$ cat src/rtl/bus_sequencer.sv
// Frame-sliced bus sequencer: video, host and CPU slots within each CPU cycle.
// Host channels are synchronised, arbitrated round-robin and served one per frame.
module bus_sequencer #(
  parameter int CLK_DIV = 16,
  parameter int NUM_CH  = 2,
  parameter int AW      = 17,
  parameter int DW      = 8
) (
  input  logic                 clk16,
  input  logic                 reset_b,
  output logic                 phi2,
  output logic                 cpu_select,
  output logic                 video_select,
  output logic                 video_strobe,
  output logic                 host_select,
  output logic                 host_read,
  output logic                 host_write,
  input  logic [NUM_CH-1:0]    host_pending,
  output logic [NUM_CH-1:0]    host_done,
  input  logic [NUM_CH-1:0]    host_rw_b,
  input  logic [NUM_CH*AW-1:0] host_addr,
  input  logic [NUM_CH*DW-1:0] host_wdata,
  output logic [NUM_CH*DW-1:0] host_rdata,
  output logic [AW-1:0]        bus_addr_out,
  output logic                 bus_rw_b_out,
  output logic [DW-1:0]        bus_wdata,
  input  logic [DW-1:0]        bus_rdata
);

  localparam int Q    = CLK_DIV / 4;
  localparam int CNTW = $clog2(CLK_DIV);
  localparam int CW   = (NUM_CH > 1) ? $clog2(NUM_CH) : 1;

  typedef logic [CNTW-1:0] cnt_t;
  typedef enum logic [1:0] {IDLE = 2'd0, QUEUED = 2'd1, ACTIVE = 2'd2, DONE = 2'd3} ch_state_e;

  localparam cnt_t LAST     = cnt_t'(CLK_DIV - 1);
  localparam cnt_t Q_M1     = cnt_t'(Q - 1);
  localparam cnt_t Q_LO     = cnt_t'(Q);
  localparam cnt_t SLOT_END = cnt_t'(2 * Q - 1);
  localparam cnt_t CPU_LO   = cnt_t'(2 * Q);
  localparam cnt_t PHI_LO   = cnt_t'(2 * Q + 1);

  logic                 started_q, started_d;
  cnt_t                 cnt_q, cnt_d;
  logic [NUM_CH-1:0]    sync1_q, sync1_d, sync2_q, sync2_d;
  ch_state_e            ch_state_q [NUM_CH];
  ch_state_e            ch_state_d [NUM_CH];
  logic [CW-1:0]        rr_ptr_q, rr_ptr_d, gnt_idx_q, gnt_idx_d;
  logic                 gnt_valid_q, gnt_valid_d;
  logic                 phi2_q, phi2_d, cpu_sel_q, cpu_sel_d, vid_sel_q, vid_sel_d;
  logic                 vid_stb_q, vid_stb_d, host_sel_q, host_sel_d;
  logic                 host_rd_q, host_rd_d, host_wr_q, host_wr_d;
  logic [NUM_CH-1:0]    host_done_q, host_done_d;
  logic [NUM_CH*DW-1:0] host_rdata_q, host_rdata_d;
  logic [AW-1:0]        bus_addr_q, bus_addr_d;
  logic                 bus_rw_b_q, bus_rw_b_d;
  logic [DW-1:0]        bus_wdata_q, bus_wdata_d;

  logic                 slot_start_s, slot_end_s, found_s;
  logic [NUM_CH-1:0]    eligible_s;
  logic [CW-1:0]        srch_s, pick_s;
  logic [AW-1:0]        sel_addr_s;
  logic [DW-1:0]        sel_wdata_s;
  logic                 sel_rw_s;

  // Next-state computation for the frame counter, arbiter, channel FSMs and outputs.
  always_comb begin
    started_d    = 1'b1;
    cnt_d        = (!started_q || cnt_q == LAST) ? '0 : cnt_q + cnt_t'(1);
    sync1_d      = host_pending;
    sync2_d      = sync1_q;
    ch_state_d   = ch_state_q;
    rr_ptr_d     = rr_ptr_q;
    gnt_idx_d    = gnt_idx_q;
    gnt_valid_d  = gnt_valid_q;
    host_rdata_d = host_rdata_q;
    host_done_d  = '0;
    sel_addr_s   = '0;
    sel_wdata_s  = '0;
    sel_rw_s     = 1'b1;

    slot_start_s = started_q && (cnt_q == Q_M1);
    slot_end_s   = started_q && (cnt_q == SLOT_END);

    for (int i = 0; i < NUM_CH; i++) begin
      eligible_s[i] = (ch_state_q[i] == QUEUED) && sync2_q[i];
    end

    // Round-robin search starting just after the last granted channel.
    found_s = 1'b0;
    srch_s  = rr_ptr_q;
    pick_s  = rr_ptr_q;
    for (int k = 0; k < NUM_CH; k++) begin
      srch_s  = (srch_s == CW'(NUM_CH - 1)) ? '0 : srch_s + CW'(1);
      pick_s  = (!found_s && eligible_s[srch_s]) ? srch_s : pick_s;
      found_s = found_s | eligible_s[srch_s];
    end

    if (slot_start_s) begin
      gnt_valid_d = found_s;
      gnt_idx_d   = found_s ? pick_s : gnt_idx_q;
      rr_ptr_d    = found_s ? pick_s : rr_ptr_q;
    end else if (slot_end_s) begin
      gnt_valid_d = 1'b0;
    end else begin
      gnt_valid_d = gnt_valid_q;
    end

    for (int i = 0; i < NUM_CH; i++) begin
      case (ch_state_q[i])
        IDLE:    ch_state_d[i] = sync2_q[i] ? QUEUED : IDLE;
        QUEUED: begin
          if (!sync2_q[i]) begin
            ch_state_d[i] = IDLE;
          end else if (slot_start_s && found_s && pick_s == CW'(i)) begin
            ch_state_d[i] = ACTIVE;
          end else begin
            ch_state_d[i] = QUEUED;
          end
        end
        ACTIVE:  ch_state_d[i] = slot_end_s ? DONE : ACTIVE;
        DONE:    ch_state_d[i] = sync2_q[i] ? DONE : IDLE;
        default: ch_state_d[i] = IDLE;
      endcase
      host_done_d[i] = (ch_state_d[i] == DONE);
      // bus_rw_b_q is the direction latched for the slot now ending.
      if (slot_end_s && gnt_valid_q && gnt_idx_q == CW'(i) && bus_rw_b_q) begin
        host_rdata_d[i*DW +: DW] = bus_rdata;
      end else begin
        host_rdata_d[i*DW +: DW] = host_rdata_q[i*DW +: DW];
      end
      if (gnt_idx_d == CW'(i)) begin
        sel_addr_s  = host_addr[i*AW +: AW];
        sel_wdata_s = host_wdata[i*DW +: DW];
        sel_rw_s    = host_rw_b[i];
      end else begin
        sel_addr_s  = sel_addr_s;
        sel_wdata_s = sel_wdata_s;
        sel_rw_s    = sel_rw_s;
      end
    end

    vid_sel_d  = (cnt_d < Q_LO);
    vid_stb_d  = (cnt_d == Q_M1);
    cpu_sel_d  = (cnt_d >= CPU_LO);
    phi2_d     = (cnt_d >= PHI_LO);
    host_sel_d = gnt_valid_d;
    host_rd_d  = gnt_valid_d && (cnt_d == SLOT_END) && sel_rw_s;
    host_wr_d  = gnt_valid_d && (cnt_d == SLOT_END) && !sel_rw_s;

    if (gnt_valid_d) begin
      bus_addr_d  = sel_addr_s;
      bus_wdata_d = sel_wdata_s;
      bus_rw_b_d  = sel_rw_s;
    end else begin
      bus_addr_d  = bus_addr_q;
      bus_wdata_d = bus_wdata_q;
      bus_rw_b_d  = 1'b1;
    end
  end

  // State and output registers.
  always_ff @(posedge clk16 or negedge reset_b) begin
    if (!reset_b) begin
      started_q    <= 1'b0;
      cnt_q        <= '0;
      sync1_q      <= '0;
      sync2_q      <= '0;
      for (int i = 0; i < NUM_CH; i++) ch_state_q[i] <= IDLE;
      rr_ptr_q     <= CW'(NUM_CH - 1);
      gnt_idx_q    <= '0;
      gnt_valid_q  <= 1'b0;
      phi2_q       <= 1'b0;
      cpu_sel_q    <= 1'b0;
      vid_sel_q    <= 1'b0;
      vid_stb_q    <= 1'b0;
      host_sel_q   <= 1'b0;
      host_rd_q    <= 1'b0;
      host_wr_q    <= 1'b0;
      host_done_q  <= '0;
      host_rdata_q <= '0;
      bus_addr_q   <= '0;
      bus_rw_b_q   <= 1'b1;
      bus_wdata_q  <= '0;
    end else begin
      started_q    <= started_d;
      cnt_q        <= cnt_d;
      sync1_q      <= sync1_d;
      sync2_q      <= sync2_d;
      ch_state_q   <= ch_state_d;
      rr_ptr_q     <= rr_ptr_d;
      gnt_idx_q    <= gnt_idx_d;
      gnt_valid_q  <= gnt_valid_d;
      phi2_q       <= phi2_d;
      cpu_sel_q    <= cpu_sel_d;
      vid_sel_q    <= vid_sel_d;
      vid_stb_q    <= vid_stb_d;
      host_sel_q   <= host_sel_d;
      host_rd_q    <= host_rd_d;
      host_wr_q    <= host_wr_d;
      host_done_q  <= host_done_d;
      host_rdata_q <= host_rdata_d;
      bus_addr_q   <= bus_addr_d;
      bus_rw_b_q   <= bus_rw_b_d;
      bus_wdata_q  <= bus_wdata_d;
    end
  end

  assign phi2         = phi2_q;
  assign cpu_select   = cpu_sel_q;
  assign video_select = vid_sel_q;
  assign video_strobe = vid_stb_q;
  assign host_select  = host_sel_q;
  assign host_read    = host_rd_q;
  assign host_write   = host_wr_q;
  assign host_done    = host_done_q;
  assign host_rdata   = host_rdata_q;
  assign bus_addr_out = bus_addr_q;
  assign bus_rw_b_out = bus_rw_b_q;
  assign bus_wdata    = bus_wdata_q;

endmodule

$ cat config.mk
export PLATFORM = sky130hd
export DESIGN_NAME = bus_sequencer
export DESIGN_NICKNAME = d
export VERILOG_FILES = /design/src/rtl/bus_sequencer.sv
export SDC_FILE = /design/constraint.sdc
export NUM_CORES = 1
export LEC_CHECK = 0
export ABC_AREA = 1
export CAP_MARGIN = 20
export CORE_UTILIZATION = 30
export DETAILED_ROUTE_END_ITERATION = 7
export PLACE_DENSITY = 0.61
export SYNTH_ARGS = -nofsm -noshare
export SYNTH_HDL_FRONTEND = slang
export SYNTH_SLANG_ARGS = --single-unit
$ cat constraint.sdc
create_clock -name clk16 -period 1.48 [get_ports clk16]
set_input_delay 0.296 -clock clk16 [delete_from_list [all_inputs] [get_ports clk16]]
set_output_delay 0.296 -clock clk16 [all_outputs]
set_load 0.005 [all_outputs]
**Word-level counts from Yosys, hierarchy flattened**

Index checks and enable logic that the tools add are counted.
Widths: inputs -> output; s select.

- Bits of input ports: 64
- Flip-flop bits (word level): 66
- Logic and storage cells: 96

- Multiplexer cells: 28
- Reductions and logical operators: 23
- Add/subtract/negate cells: 3
- Bitwise gates (word level): 3
- Order comparisons: 5
- Equality and inequality tests: 13

Operators with widths:

| operator | number |
|---|---|
| $mux 1 | 17 |
| $mux 17 | 1 |
| $logic_and 1x1->1 | 16 |
| $pmux 2 s4 | 2 |
| $eq 2x2->1 const B | 6 |
| $mux 2 | 6 |
| $eq 4x2->1 const B | 2 |
| $eq 4x3->1 const B | 2 |
| $ge 4x4->1 const B | 2 |
| $mux 8 | 1 |
| $add 4x1->4 const B | 1 |
| $eq 2x1->1 const B | 2 |
| $eq 4x4->1 const B | 1 |
| $logic_not 2->1 | 2 |
| $lt 1x2->1 const B | 2 |
| $lt 4x3->1 const B | 1 |
| $mux 4 | 1 |
| $logic_not 1->1 | 3 |
| $add 1x1->1 const B | 2 |
| $not 1->1 | 2 |
| $reduce_and 2->1 | 1 |
| $logic_or 1x1->1 | 1 |
| $or 1x1->1 | 1 |

**Logic depth before layout (Yosys ltp)**

- Depth in word-level cells: 14
- Gate-level depth with buffers: 10

**Worst setup path after synthesis**

OpenSTA, ideal clock, no wires.

- Path type: reg2reg
- Start point: reg cnt_q[0]
- End point: reg bus_addr_q[0], in the netlist bus_addr_out[0]
- Slack: -0.043 ns
- Period minus slack after synthesis: 1.523 ns
- Library setup time: 0.117 ns
- Stages on the path, launching flop included: 11
- Data arrival time: 1.406 ns
- Path through: dfrtp_1 -> ha_1 -> nand2_1 -> nor2_4 -> nand2_2 -> nand2_4 -> o21ai_4 -> buf_6 -> nand2_1 -> nand3_1 -> nand2_1

- Longest elaborated chain between the ends: 4
- Elaborated cells on any way between the ends: 8
- Classes of those cells: eq/ne (2); mux (4); reduce/logical (2)

RTL lines:

| item | RTL line | source |
|---|---|---|
| start: declaration | 45 | `cnt_t cnt_q, cnt_d;` |
| start signal: assignment | 188 | `cnt_q <= cnt_d;` |
| $eq 4x2->1 / $eq 4x3->1 (equally long branches) | 83, 84 |  |
| $logic_and 1x1->1 (on tied branches) | 83, 84 |  |
| $mux 1 (on tied branches) | 100, 104 |  |
| $mux 17 / $mux 1 (equally long branches) | 133, 100 |  |
| end signal: assignment | 204 | `bus_addr_q <= bus_addr_d;` |
| end: declaration | 56 | `logic [AW-1:0] bus_addr_q, bus_addr_d;` |

Several ways; a longest one is shown, not always the timed one.
A chain may end at the register's enable or synchronous reset.

**Worst setup path after layout**

- Start point: reg cnt_q[3]
- End point: reg bus_addr_q[11], in the netlist bus_addr_out[11]

The elaborated chain is that of the path after synthesis.

==> out/results.md <==
### Setup path
• **endpoint type of the worst setup path** flop
• **most numerous cell on the critical path** sky130_fd_sc_hd__nand2_2
• **critical-path cell list** inv_2 -> nand2_2 -> nor2_4 -> nand2_4 -> o21ai_4 -> buf_6 -> clkbuf_16 -> nand2_2 -> nand3_2 -> nand2_2
• **startpoint type of the worst setup path** flop
• **data arrival time of the critical path** 1.78 ns
• **worst reg-to-reg setup slack** -0.07 ns
• **Req. time, crit path** 1.71 ns
• **Max FO, Critical Path** 6
• **kind of cell adding the most delay to the critical path** simple AND/OR/NAND/NOR gates
• **Bufs and invs on worst path** 3
• **Crit Path Class** reg -> reg
• **delay of the slowest cell on the worst path** 0.40 ns
• **Critical-path top delay cell** sky130_fd_sc_hd__dfrtp_1

### STA
• **Peak Freq** 646 MHz
• **Final Hold Vio Count** 0
• **clock skew** 0.00660 ns
• **unrepaired setup endpoints after global routing** true
• **final period demand of the worst path** 1.55 ns
• **Setup-failing EPs final** 27
• **count of pins over their slew limit** 0
• **setup slack after layout** -0.0676 ns
• **Period Utilization, post-route** 105%

### Synthesis
• **total nets after synthesis** 442
• **number of warnings reported in the yosys synthesis log** 0
• **commonest register cell after synthesis** sky130_fd_sc_hd__dfrtp_1
• **number of enable flip-flop cells after synthesis** 0
• **FF+latch count, synth** 65
• **Avg Synthesized Cell Area** 8.14 µm²
• **number of distinct library cells after synthesis** 28
• **share of synthesized flip-flops with an asynchronous set or reset** 100%
• **Cell Area, Synth** 3070 µm²
• **number of standard cells after synthesis** 377
• **portion of the post-synthesis area used by sequential elements** 53.1%

### Clocking
• **later-pin clock latency in the skew report** 0.34 ns
• **clk buf depth** 2
• **clock transition at the registers of the reported paths** 0.08 ns
• **H-Tree Depth** 3
• **TritonCTS clock tree** built
• **cell at the root of the clock tree** sky130_fd_sc_hd__clkbuf_8
• **clock net sink count** 65
• **total CTS buffers** 9

### Global route
• **wire length of the first global-routing pass** 12,400 µm
• **via count of the first global-routing pass** 2,632
• **largest net degree at the start of global routing** 66
• **overall overflow remaining after global route** 0
• **initial antenna violation count** 0
• **total global routing track utilization** 15.3%

### Detailed routing
• **met3 WL post-DR** 383 µm
• **highest routed layer** met4
• **total length of routed wires** 8390 µm
• **Post-DRT Antenna Nets** 0
• **Vias** 2,851
• **via count normalized by instance count** 4.34
• **sum of met2 wire segment lengths after detailed routing** 4280 µm
• **wire length on met1** 3650 µm
• **drt wl/cell** 12.8 µm
• **number of iterations in the first detailed-routing pass** 4
• **DRC** 0
• **number of DRC markers in iteration 0** 96

### Place
• **routability cong.** 0.833
• **detailed placer's ending HPWL** 5530 µm
• **setup slack at placement** -0.152 ns
• **placed cell area** 4440 µm²
• **number of buffer cells added on primary ports** 114

### Floorplan
• **Chip Width** 103 µm
• **Die H** 103 µm
• **core area** 9860 µm²
• **overall die area** 10,600 µm²
• **Initial Utilization** 31.1%
• **number of I/O pins** 115
• **number of cell rows** 36

### Finish
• **area delta synth->final** 62.6%
• **final instance area** 4990 µm²
• **fraction of layout cells with a size suffix above 1** 21.2%
• **Diodes inserted** 0
• **net total in the final layout** 584

### Job
• **Max Cap Violations** 0

### Pwr
• **overall power** 7.90 mW
• **peak supply drop** 0.656 mV
• **pwr/cell area** 1580 nW/µm²
• **leakage** 2.73 nW

### Min path
• **type of the most critical hold path** reg -> reg

### Run status
• **violations in the final reports** setup timing
• **status** finished, violations left

timing repair:
action / 4_1_cts / 5_1_grt
setup endpoints to repair: 81 / 52
setup buffers: 9 / 0
pin swaps: 7 / 14
gates cloned: 2 / 2
hold buffers: 1 / 0
hold endpoints to repair: 63 / 0
resized for setup: 76 / 44
logic make-up (layout without fill, tap and decap cells):
kind of cell / Yosys count / count (layout) / synth area share (%)
other: 1 / 1 / 0.122
buffers and inverters: 96 / 243 / 14.0
AOI/OAI and AO/OA: 28 / 28 / 5.42
and+or+nand+nor: 186 / 186 / 26.9
DFF: 65 / 65 / 53.1
adders and majority gates: 1 / 1 / 0.408
sequential cells by signal, indices dropped and copies added (netlist names), 2 cells and up:
name,flops
host_done,2
host_rdata,16
sync1_q,2
bus_addr_out,17
cnt_q,4
ch_state_q,4
sync2_q,2
bus_wdata,8
Yosys cell counts, drive strengths merged (2+ instances only):
library cell	n	share of area, %
nand2	120	16
o21ai	20	3.6
inv	82	10
clkbuf	3	1.1
nand3b	2	0.49
a21oi	3	0.49
dfstp	2	1.7
dfrtp	63	51
nor2	7	1.1
o311ai	2	0.57
buf	11	2.9
nand3	56	9.5
final timing paths:
kind | from | endpoint | depth (start not counted)
min reg2reg | sync1_q[0]$_DFF_PN0_ | sync2_q[0]$_DFF_PN0_ | 0
max | cnt_q[3]$_DFF_PN0_ | bus_addr_out[11]$_DFFE_PN0P_ | 10
min | sync1_q[0]$_DFF_PN0_ | sync2_q[0]$_DFF_PN0_ | 0
min in group asynchronous | reset_b | bus_wdata[3]$_DFFE_PN0P_ | 3
max reg2reg | cnt_q[3]$_DFF_PN0_ | bus_addr_out[11]$_DFFE_PN0P_ | 10
max in group asynchronous | reset_b | bus_rw_b_out$_DFF_PN1_ | 3
routing by layer:
layer | global-route usage (%) | vias up
li1 | - | 1425
met1 | 19.5 | 1343
met2 | 26.1 | 76
met3 | 3.25 | 7
met4 | 4.33 | 0
met5 | 0 | -
layout by cell type (no fill, tap or decap), drive strengths merged:
cell	count
o311ai	2
buf	29
o211ai	1
o21bai	1
dlymetal6s2s	2
nand3	56
dfrtp	63
a21boi	1
nand2	120
clkbuf	11
inv	87
nand4	1
conb	1
ha	1
nor2	7
dlygate4sd3	1
nand3b	2
a21oi	3
clkdlybuf4s50	62
o21ai	20
dfstp	2
dlygate4sd2	49
clkinvlp	2
stage by stage:
stage | util [%] | instances | TNS [ns] | hold WS [ns]
5_1_grt | 50.6 | 657 | -3.95 | 0.363
6_report | 50.6 | 657 | -1.08 | 0.353
2_1_floorplan | - | 377 | -0.00177 | 0.000409
4_1_cts | 48.7 | 655 | -0.941 | 0.356
3_5_place_dp | 45.0 | 627 | -1.78 | 0.336
3_3_place_gp | 45.0 | 627 | -0.435 | 0.332
power by group:
part	switching (mW)	total [mW]	internal (mW)	leakage, nW
Combinational	1.87	3.74	1.87	1.89
Clock	0.761	1.40	0.642	0.0892
Sequential	0.355	2.75	2.40	0.752
layout make-up:
class                   count  area, µm²
clock inverters             7       61.3
clock buffers               9        124
repair buffers            145       1460
flip-flops and latches     65       1630
fillers                   921       4870
multi-input cells         216       1240
well taps                 133        166
inverters                  82        310
worst reg2reg max path, cell delays in order (launching register included):
cell	delay, ns
sky130_fd_sc_hd__dfrtp_1	0.40
sky130_fd_sc_hd__inv_2	0.07
sky130_fd_sc_hd__nand2_2	0.11
sky130_fd_sc_hd__nor2_4	0.15
sky130_fd_sc_hd__nand2_4	0.09
sky130_fd_sc_hd__o21ai_4	0.16
sky130_fd_sc_hd__buf_6	0.15
sky130_fd_sc_hd__clkbuf_16	0.16
sky130_fd_sc_hd__nand2_2	0.06
sky130_fd_sc_hd__nand3_2	0.06
sky130_fd_sc_hd__nand2_2	0.05
Power figures use the tool's default switching activity.
